<file path="src/rtl/mmio_seg_display.sv">
// mmio_seg_display
//   Memory-mapped multiplexed 7-segment display controller. Snoops the core's
//   write port, holds a DATA register (one hex nibble per digit) and a CTRL
//   register (brightness, enable, leading-zero blanking, decimal-point mask),
//   and scans the digits with a per-slot brightness PWM.
// Ports
//   clk         clock
//   rst_n       synchronous active-low reset
//   bus_w_en    bus write strobe, one cycle per write
//   bus_w_addr  bus byte address, bits [1:0] ignored
//   bus_w_data  bus write data
//   seg_sel     one-hot digit enable, active high, all zero = dark
//   seg_driver  segments {dp,g,f,e,d,c,b,a}, active low
//   disp_value  current DATA register contents
module mmio_seg_display #(
  parameter int                 DIGITS    = 4,
  parameter int                 ADDR_W    = 32,
  parameter int                 DATA_W    = 32,
  parameter logic [ADDR_W-1:0]  BASE_ADDR = 'h0000_1000,
  parameter int                 SCAN_DIV  = 1024,
  parameter int                 BRIGHT_W  = 3
) (
  input  logic                  clk,
  input  logic                  rst_n,
  input  logic                  bus_w_en,
  input  logic [ADDR_W-1:0]     bus_w_addr,
  input  logic [DATA_W-1:0]     bus_w_data,
  output logic [DIGITS-1:0]     seg_sel,
  output logic [7:0]            seg_driver,
  output logic [4*DIGITS-1:0]   disp_value
);

  localparam int NW      = 4 * DIGITS;
  localparam int PW      = $clog2(SCAN_DIV);
  localparam int IW      = (DIGITS > 1) ? $clog2(DIGITS) : 1;
  localparam int SUB_DIV = SCAN_DIV >> BRIGHT_W;

  localparam logic [PW-1:0]       PRESC_LAST = PW'(SCAN_DIV - 1);
  localparam logic [PW-1:0]       SUB_DIV_W  = PW'(SUB_DIV);
  localparam logic [IW-1:0]       IDX_LAST   = IW'(DIGITS - 1);
  localparam logic [ADDR_W-3:0]   DATA_WORD  = BASE_ADDR[ADDR_W-1:2];
  localparam logic [ADDR_W-3:0]   CTRL_WORD  = DATA_WORD + (ADDR_W-2)'(1);

  // Standard hex to gfedcba decode, active high.
  function automatic logic [6:0] hex7(input logic [3:0] nib);
    logic [6:0] s;
    case (nib)
      4'h0: s = 7'h3F;  4'h1: s = 7'h06;  4'h2: s = 7'h5B;  4'h3: s = 7'h4F;
      4'h4: s = 7'h66;  4'h5: s = 7'h6D;  4'h6: s = 7'h7D;  4'h7: s = 7'h07;
      4'h8: s = 7'h7F;  4'h9: s = 7'h6F;  4'hA: s = 7'h77;  4'hB: s = 7'h7C;
      4'hC: s = 7'h39;  4'hD: s = 7'h5E;  4'hE: s = 7'h79;  default: s = 7'h71;
    endcase
    return s;
  endfunction

  logic [ADDR_W-3:0]   word_addr;
  logic                wr_data;
  logic                wr_ctrl;
  logic                unused_bits;

  logic [NW-1:0]       data_q;
  logic [BRIGHT_W-1:0] bright_q;
  logic                en_q;
  logic                lzb_q;
  logic [DIGITS-1:0]   dp_q;

  logic [PW-1:0]       presc_p0;
  logic [IW-1:0]       idx_p0;

  logic [DIGITS-1:0]   onehot;
  logic [3:0]          nibble;
  logic [PW-1:0]       sub_full;
  logic                blanked;
  logic                dp_bit;
  logic                lit;

  assign word_addr   = bus_w_addr[ADDR_W-1:2];
  assign wr_data     = bus_w_en && (word_addr == DATA_WORD);
  assign wr_ctrl     = bus_w_en && (word_addr == CTRL_WORD);
  // Byte-lane address bits and undecoded data bits are intentionally dropped.
  assign unused_bits = ^{bus_w_addr[1:0], bus_w_data};
  assign disp_value  = data_q;

  // ---- register file: DATA / CTRL ----
  always_ff @(posedge clk) begin
    if (!rst_n) begin
      data_q   <= '0;
      bright_q <= '1;
      en_q     <= 1'b1;
      lzb_q    <= 1'b0;
      dp_q     <= '0;
    end else begin
      if (wr_data) data_q <= bus_w_data[NW-1:0];
      if (wr_ctrl) begin
        bright_q <= bus_w_data[BRIGHT_W-1:0];
        en_q     <= bus_w_data[8];
        lzb_q    <= bus_w_data[9];
        dp_q     <= bus_w_data[16 +: DIGITS];
      end
    end
  end

  // ---- stage p0: prescaler and digit index ----
  always_ff @(posedge clk) begin
    if (!rst_n) begin
      presc_p0 <= '0;
      idx_p0   <= '0;
    end else if (presc_p0 == PRESC_LAST) begin
      presc_p0 <= '0;
      idx_p0   <= (idx_p0 == IDX_LAST) ? '0 : idx_p0 + IW'(1);
    end else begin
      presc_p0 <= presc_p0 + PW'(1);
    end
  end

  always_comb begin
    onehot   = DIGITS'(1) << idx_p0;
    nibble   = 4'(data_q >> (4 * idx_p0));
    sub_full = presc_p0 / SUB_DIV_W;
    dp_bit   = |(dp_q & onehot);
    // A digit above 0 is blank when it and every more-significant nibble is zero.
    blanked  = lzb_q && (idx_p0 != '0) && ((data_q >> (4 * idx_p0)) == '0);
    lit      = en_q && (sub_full <= PW'(bright_q)) && !blanked;
  end

  // ---- stage p1: registered display outputs ----
  always_ff @(posedge clk) begin
    if (!rst_n) begin
      seg_sel    <= '0;
      seg_driver <= 8'hFF;
    end else if (lit) begin
      seg_sel    <= onehot;
      seg_driver <= {~dp_bit, ~hex7(nibble)};
    end else begin
      seg_sel    <= '0;
      seg_driver <= 8'hFF;
    end
  end

endmodule

</file>
<file path="config.mk">
export PLATFORM = sky130hd
export DESIGN_NAME = mmio_seg_display
export DESIGN_NICKNAME = d
export VERILOG_FILES = /design/src/rtl/mmio_seg_display.sv
export SDC_FILE = /design/constraint.sdc
export NUM_CORES = 1
export LEC_CHECK = 0
export ABC_CLOCK_PERIOD_IN_PS = 5050
export BUFFER_PORTS_ARGS = -buffer_cell sky130_fd_sc_hd__buf_4
export CAP_MARGIN = 15
export CORE_ASPECT_RATIO = 1.2
export CORE_MARGIN = 8
export CORE_UTILIZATION = 35
export CTS_BUF_LIST = sky130_fd_sc_hd__clkbuf_2 sky130_fd_sc_hd__clkbuf_4 sky130_fd_sc_hd__clkbuf_8
export DETAILED_ROUTE_END_ITERATION = 8
export PLACE_DENSITY = 0.71
export SYNTH_ARGS = -nofsm -noshare
export SYNTH_HDL_FRONTEND = slang
export SYNTH_SLANG_ARGS = --single-unit
</file>
<file path="constraint.sdc">
create_clock -name clk -period 5.05 [get_ports clk]
set_input_delay 0.505 -clock clk [delete_from_list [all_inputs] [get_ports clk]]
set_output_delay 0.505 -clock clk [all_outputs]
set_load 0.05 [all_outputs]
</file>
# Word-level counts from Yosys, hierarchy flattened
# Memory sizes are Yosys's and may differ from the RTL's.
# Cells that the tools add are included.
[totals]
register_bits = 49
latch_bits = 0
ramBits = 0
rom_bits = 112
in_bits = 67
output_inout_bits = 28
n_memories = 1
[classes]
add_sub_neg = 2
n_mul = 0
n_div = 0
n_lt_le_gt_ge = 1
n_eq_ne = 4
shifts = 2
n_mux = 3
n_bitwise = 4
reduce_logical = 12
[memory_table]
columns = ["memory", "words", "width", "rd", "rd_ports_with_merged_regs", "write_ports", "line_no", "text"]
rows = [
  ["(no name shown)", 16, 7, 1, 0, 0, "47", "case (nib)"],
]
[op_table]
columns = ["op", "n"]
rows = [
  ["== test 30 x 11 -> 1 bit, second input constant", 2],
  ["logical NOT 16 bit", 1],
  ["right shift 16 x 4 -> 16 bit", 1],
  ["2-to-1 mux 7 bit", 2],
  ["adder 10 x 1 -> 10 bit, second input constant", 1],
  ["== test 10 bit, second input constant", 1],
  ["NOT 7 bit", 1],
  ["logical AND 1 bit", 6],
  ["bitwise AND 4 bit", 1],
  ["OR reduction 4 bit", 1],
  ["left shift 1 x 2 -> 4 bit, first input constant", 1],
  ["<= comparator 3 bit", 1],
  ["adder 2 x 1 -> 2 bit, second input constant", 1],
  ["== test 2 bit, second input constant", 1],
  ["2-to-1 mux 2 bit", 1],
  ["NOT 1 bit", 2],
  ["AND reduction 2 bit", 1],
  ["nonzero test 2 bit", 1],
  ["OR reduction 2 bit", 1],
  ["logical NOT 1 bit", 1],
]

# Logic depth before layout (Yosys ltp)
# Gate-level depths: netlist of the first run.
[depth]
ltp_word = 8
ltp_mapped = 10
depth_no_buf = 8

# Least setup slack after synthesis of the first run
# Ideal clock, no wire load.
[synth_timing]
path_kind = "register -> register"
from = "reg idx_p0[0]"
to = "reg seg_sel[1]"
setup_time_ns = 0.115
t_arrival_ns = 2.282
setup_slack_ns = 2.653
path_stages_with_launch = 11
n_path_buf = 2
path_cell_list = "dfxtp_1 > buf_2 > mux4_2 > inv_1 > ha_1 > nor4b_1 > nand2_1 > a211oi_1 > nor3_1 > clkbuf_1 > and2_1"
[synth_between]
elab_chain_cells = 6
word_cells_on_any_way = 9
[synth_lines]
columns = ["element", "line_no", "text"]
rows = [
  ["from (decl)", "68", "logic [IW-1:0] idx_p0;"],
  ["from (signal assigned)", "110", "idx_p0 <= (idx_p0 == IDX_LAST) ? '0 : idx_p0 + IW'(1);"],
  ["right shift 16 x 4 -> 16 bit or nonzero test 2 bit (tied branches)", "122", "blanked = lzb_q && (idx_p0 != '0) && ((data_q >> (4 * idx_p0)) == '0);"],
  ["logical NOT 16 bit or logical AND 1 bit (tied branches)", "122", ""],
  ["logical AND 1 bit", "122", ""],
  ["logical NOT 1 bit", "123", "lit = en_q && (sub_full <= PW'(bright_q)) && !blanked;"],
  ["logical AND 1 bit", "123", ""],
  ["AND reduction 2 bit (no source line)", "-", ""],
  ["to (signal assigned)", "132", "seg_sel <= onehot;"],
  ["to (decl)", "28", "output logic [DIGITS-1:0] seg_sel,"],
]
# Parallel ways exist; a longest one is shown, timed or not.
# A chain may end at the register's enable or synchronous reset.

# Final worst setup path of the first run
[layout_timing]
from = "reg idx_p0[0]"
to = "reg seg_driver[2]"
[layout_between]
elab_chain_cells = 6
word_cells_on_any_way = 12
[layout_lines]
columns = ["element", "line_no", "text"]
rows = [
  ["parallel branches: the longest is 6 deep, another holds memory (16 x 7 bit)", "-", ""],
  ["to (signal assigned)", "133", "seg_driver <= {~dp_bit, ~hex7(nibble)};"],
  ["to (decl)", "29", "output logic [7:0] seg_driver,"],
]
# Parallel ways; which one is timed is not known. The select of a mux whose other input is x is not followed.

==> results of run 1 <==
power breakdown:
group	switching [uW]	internal, uW	leakage (uW)	total (uW)
clock	132	161	0.0000574	293
sequential	2.56	391	0.000398	394
combinational	27.3	35.9	0.000811	63.2
total	162	588	0.00127	750
through the flow:
step	util, %	total power [uW]	cells	hold WS, ns
after floorplan	-	425	235	0.430
after global placement	46.5	465	391	0.444
after detailed placement	46.5	467	391	0.460
after CTS	48.4	756	399	0.425
after global routing	48.4	778	399	0.456
final	48.4	750	399	0.428
area by class of cell:
cell class	count	area share (%)
Timing Repair Buffer	81	19.5
Clock buffer	6	2.65
Inverter	9	1.08
Multi-Input combinational cell	167	40.7
Clock inverter	2	1.20
Sequential cell	49	31.4
Tap cell	85	3.41
kinds of logic (layout without fill, tap and decap cells):
logic type	Yosys count	after routing
muxes	30	30
buffers and inverters	19	98
xor gates and xnor gates	6	6
and+or+nand+nor	93	93
AOI/OAI and AO/OA	24	24
DFF	49	49
adders and majority gates	14	14
routing by layer:
layer / global-route usage, % / vias to the layer above
met5: 0 / -
met4: 4.22 / 0
met3: 2.63 / 6
met2: 22.5 / 39
met1: 13.1 / 876
li1: - / 972
layout by cell type, fill, tap and decap left out, drive strengths merged, types with 6 or more instances in the layout:
cell type  netlist  final
buf              5     81
nor4             8      8
ha              14     14
dfxtp           49     49
clkbuf           5      6
a21oi            7      7
nand2           21     21
inv              9      9
nor2             6      6
mux2i           24     24
nor2b           26     26
and2             8      8
flip-flops by register name, summed over array words and instances (netlist names):
signal and cells:
bright_q 3, presc_p0 10, disp_value 16, lzb_q 1
idx_p0 2, seg_driver 8, dp_q 4, seg_sel 4
en_q 1
worst min path at each step:
stage	end	depth (start not counted)	start
after floorplan	presc_p0[0]	1	presc_p0[0]
after global placement	presc_p0[0]	1	presc_p0[0]
after detailed placement	presc_p0[0]	1	presc_p0[0]
after CTS	en_q	3	bus_w_data[8]
after global routing	bright_q[0]	3	bus_w_data[0]
final	en_q	3	bus_w_data[8]
worst max-delay path, stage by stage, from the launching register on:
cell and delay [ns]:
dfxtp_1 0.58, mux4_2 0.36, inv_1 0.11, ha_1 0.23
nor4b_1 0.15, nand2_1 0.08, a211oi_1 0.05, nor3_1 0.78
o221ai_1 0.27
==> flow_summary.yaml, run 1 <==
sta:
  fin_crit_sh_pct: 55.2
  setup_violations: 0
  slew_violations: 0
  tns_ns: 0
  fin_ws_ns: 2.26
  relSlewSlack_pct: 31.7
  worst_pin_slew_ns: 1.02
  finalHoldViolations: 0
  skew_ns: 0.00641
  min_period_ns: 2.79
  rsz0062_at_grt: "no"
  fmax_mhz: 359
synthesis:
  synthCells: 235
  yosys-top-cells-area: "dfxtp_1 42%, mux2i_1 10%, ha_1 7.5%, nor2b_1 6.9%, mux4_2 3.8%"
  synthSimpleGateAreaFrac_pct: 22.9
  synth-xor-area-share_pct: 2.24
  async_reset_ff_share_pct: 0
  syn_area_per_cell_um2: 9.99
  yosys.area_share.adder_pct: 7.46
  synth_top_family_by_area: "simple AND/OR/NAND/NOR gates"
  synth_seq_area_share_pct: 41.8
  synth_top_area_cell: "dfxtp_1"
  yosys.area.top_type_share_pct: 41.8
  synth.distinct_cells: 40
  synth_flop_cell: "dfxtp_1"
  synth_fp_nets: 316
  synthTopCellsByCount: "49 x dfxtp_1, 26 x nor2b_1, 24 x mux2i_1"
  mappedNetlistArea_um2: 2350
  synth_edf_count: 0
  ys_ff_latch: 49
  synth_compound_area_share_pct: 6.50
  ys_warn_count: 0
  synth.mux.area_fraction_pct: 15.0
  synth_most_common_cell: "dfxtp_1"
routing:
  dr.max_layer_used: "met4"
  vias: 1893
  totalWireLength_mm: 5.82
  drcViolationCount: 0
  drt_iter0_drc: 60
  vias_per_cell: 4.74
  dr.pass1.iters: 4
  routed-wl-met3_um: 228
  wire_per_inst_um: 14.6
  ant_nets: 0
  m1WireLength_mm: 2.41
  wl_met2_mm: 3.11
place:
  place_hpwl_mm: 4.58
  dp_slack_ns: 2.27
  numPortBuffers: 80
  place_congestion: 0.772
  place_area_um2: 3000
setup_path:
  cp.arrival_ns: 2.91
  timing.rr.end: "seg_driver[2]"
  crit_path_end: "seg_driver[2]"
  cp-end-kind: "flop"
  r2r_setup_slack_ns: 2.26
  crit_start: "idx_p0[0]"
  cp_max_fo: 11
  rr_startpoint: "idx_p0[0]"
  rr_worst_depth: 8
  path_class: "reg -> reg"
  worst-endpoint-required_ns: 5.18
  start_kind: "flop"
grt:
  grt_start_max_net_pins: 35
  overflow: 0
  antenna_found_initial: 0
  grt_use_total_pct: 12.1
  grt_pass1_vias: 2062
  grt_pass1_wl_mm: 9.74
clock_network:
  ctsResizeCount: 0
  cts.sinks: 49
  cts_tree: "built"
  insertion_delay_ns: 0.30
  htree_levels: 2
  post-cts-setup-buffer-count: 0
  numCtsBuffers: 5
  hold_buffers: 0
  path_clk_slew_ns: 0.09
  root_buffer: "clkbuf_8"
  clock_path_buffers: 2
power:
  ir_worst_vdd_mv: 0.122
  leakage_uw: 0.00127
  powerDensity_nw_per_um2: 240
die:
  num_rows: 32
  die_height_um: 106
  placeableCoreArea_um2: 6450
  die_area_um2: 9600
  pin_count: 95
  start_util_pct: 36.4
  die_x_um: 90.8
outcome:
  status: "finished, final reports clean"
min_path:
  worstHoldPathType: "in -> reg"
finish:
  num_antenna_cells: 0
  fill_cells: 619
  multi_input_area_um2: 1270
  final_area_um2: 3120
  drive_gt1_share_pct: 31.2
  area_growth_pct: 32.9
  regArea_um2: 981
  fin_nets: 394
flow_run:
  cap_violations: 0
No activity file was read; power rests on OpenSTA's default activity.
==> run 2, diff against run 1 <==
--- a/config.mk
+++ b/config.mk
@@ -5,7 +5,7 @@
 export SDC_FILE = /design/constraint.sdc
 export NUM_CORES = 1
 export LEC_CHECK = 0
-export ABC_CLOCK_PERIOD_IN_PS = 5050
+export ABC_CLOCK_PERIOD_IN_PS = 2500
 export BUFFER_PORTS_ARGS = -buffer_cell sky130_fd_sc_hd__buf_4
 export CAP_MARGIN = 15
 export CORE_ASPECT_RATIO = 1.2
@@ -13,7 +13,7 @@
 export CORE_UTILIZATION = 35
 export CTS_BUF_LIST = sky130_fd_sc_hd__clkbuf_2 sky130_fd_sc_hd__clkbuf_4 sky130_fd_sc_hd__clkbuf_8
 export DETAILED_ROUTE_END_ITERATION = 8
-export PLACE_DENSITY = 0.71
+export PLACE_DENSITY = 0.73
 export SYNTH_ARGS = -nofsm -noshare
 export SYNTH_HDL_FRONTEND = slang
 export SYNTH_SLANG_ARGS = --single-unit
==> constraint.sdc (replaced) <==
create_clock -name clk -period 2.5 [get_ports clk]
set_input_delay 0.25 -clock clk [delete_from_list [all_inputs] [get_ports clk]]
set_output_delay 0.25 -clock clk [all_outputs]
set_load 0.05 [all_outputs]
==> run 2 against run 1 <==
Clock-buffer cell count is the same. Clock power grew 54%. Global-route usage is essentially flat. Sequential cell count is the same. Core utilization grew 0.49 points. Combinational power grew 100%. Sequential share of layout area shrank 0.27 points. Power grew 83%. Die area is the same. Wire length shrank 0.36%.
==> flow_summary.yaml, run 2 (synthesized netlist as in run 1, its figures left out) <==
setup_path:
  path_class: "reg -> reg"
  path_buf_inv: 1
  path_cells: "mux4_2 > inv_1 > ha_1 > nor4b_1 > nand2_1 > a211oi_1 > nor3_2 > and2_1"
  critPathSlowestCell: "mux4_2"
  cp.arrival_ns: 2.49
  cp-end-kind: "flop"
  worst-endpoint-required_ns: 2.69
  critPathTopFamily: "simple AND/OR/NAND/NOR gates"
  worst_path_largest_cell_delay_ns: 0.55
  cp_max_fo: 11
  start_kind: "flop"
grt:
  grt_pass1_vias: 1978
  grt_use_total_pct: 12.1
  overflow: 0
  grt_start_max_net_pins: 34
  grt_pass1_wl_mm: 9.48
  antenna_found_initial: 0
place:
  numPortBuffers: 80
  place_hpwl_mm: 4.65
  place_congestion: 0.794
routing:
  totalWireLength_mm: 5.80
  drt_iter0_drc: 59
  vias_per_cell: 4.69
  ant_nets: 0
  vias: 1905
  drcViolationCount: 0
  dr.pass1.iters: 4
  wire_per_inst_um: 14.3
clock_network:
  cts_tree: "built"
  post-cts-setup-buffer-count: 0
  cts.sinks: 49
  htree_levels: 2
  numCtsBuffers: 5
  insertion_delay_ns: 0.30
  clock_path_buffers: 2
  path_clk_slew_ns: 0.09
  root_buffer: "clkbuf_8"
sta:
  slew_violations: 0
  holdWs_ns: 0.176
  fin_crit_sh_pct: 91.8
  tns_ns: 0
  setup_violations: 0
  min_period_ns: 2.30
  relSlewSlack_pct: 61.7
  skew_ns: 0.00846
  rsz0062_at_grt: "no"
  fmax_mhz: 436
  worst_pin_slew_ns: 0.572
  finalHoldViolations: 0
finish:
  final_cell_mix: "89 x buf_4, 48 x dfxtp_1, 26 x nor2b_1"
  layout_commonest_cell: "buf_4"
  largest_reg_flops: 16
  num_antenna_cells: 0
  fin_nets: 402
  utilization_pct: 48.9
  area_growth_pct: 34.2
  fill_cells: 625
  drive_gt1_share_pct: 33.3
flow_run:
  cap_violations: 0
power:
  leakage_uw: 0.00130
  ir_worst_vdd_mv: 0.236
  powerDensity_nw_per_um2: 436
die:
  num_rows: 32
  die_area_um2: 9600
  placeableCoreArea_um2: 6450
  die_x_um: 90.8
  die_height_um: 106
  start_util_pct: 36.4
  pin_count: 95
outcome:
  status: "finished, final reports clean"
min_path:
  worstHoldPathType: "in -> reg"
-- run 2: cell count changes in the layout (fill, tap and decap cells not counted) --
cell,delta
buf_4,+8
bufinv_16,-1
clkbuf_4,+1
clkbuf_8,-1
clkinv_4,+1
clkinvlp_4,-1
dfxtp_1,-1
dfxtp_2,+1
nor3_1,-1
nor3_2,+1
-- run 2: power by group --
part | total [uW] | leakage, uW | internal (uW) | switching, uW
sequential | 795 | 0.000399 | 790 | 5.20
clock | 450 | 0.0000447 | 205 | 245
combinational | 129 | 0.000854 | 73.5 | 55.1
total | 1370 | 0.00130 | 1070 | 306
-- run 2: metrics by stage --
step	instances	cell area, um^2	power (uW)	worst slack [ns]
4_1_cts	406	3150	1390	0.129
6_report	406	3150	1370	0.204
3_3_place_gp	399	3060	942	0.0879
3_5_place_dp	399	3060	943	0.0297
5_1_grt	406	3150	1430	0.0157
2_1_floorplan	235	2350	859	0.103
-- run 2: what timing repair did --
item,CTS,global route
gates resized for setup,1,1
setup endpoints to repair,1,5
hold buffers,0,0
pin swaps,0,0
-- run 2: worst reg2reg max path, delay by kind of cell (launching register included) --
kind            cells  cell delay [ns]
compound gates      1             0.30
mux                 1             0.55
simple gates        4             0.65
flops               1             0.42
fa+ha+maj           1             0.16
buf+inv             1             0.12
-- run 2: metal layers --
metal  up-vias  track usage (%)  part of all wire, %
li1        986                -                    -
met1       873             13.1                   41
met2        38             22.0                   54
met3         8             3.05                  3.3
met4         0             4.92                  1.5
met5         -                0                    0
-- run 2: path summary, 6_finish.rpt --
check	cells after the start	start	end	slack (ns)
worst max register to register	8	idx_p0[0]	seg_sel[1]	0.20
worst max-delay path	8	idx_p0[0]	seg_sel[1]	0.20
worst min register to register	1	presc_p0[0]	presc_p0[0]	0.48
worst min-delay path	3	bus_w_data[8]	en_q	0.18
-- run 2: layout make-up --
class	count	area, um^2	area share [%]
Tap cell	85	106	3.37
Clock inverter	1	8.76	0.278
Sequential cell	49	982	31.2
Clock buffer	6	76.3	2.42
Multi-Input combinational cell	167	1280	40.5
Timing Repair Buffer	89	668	21.2
Inverter	9	33.8	1.07
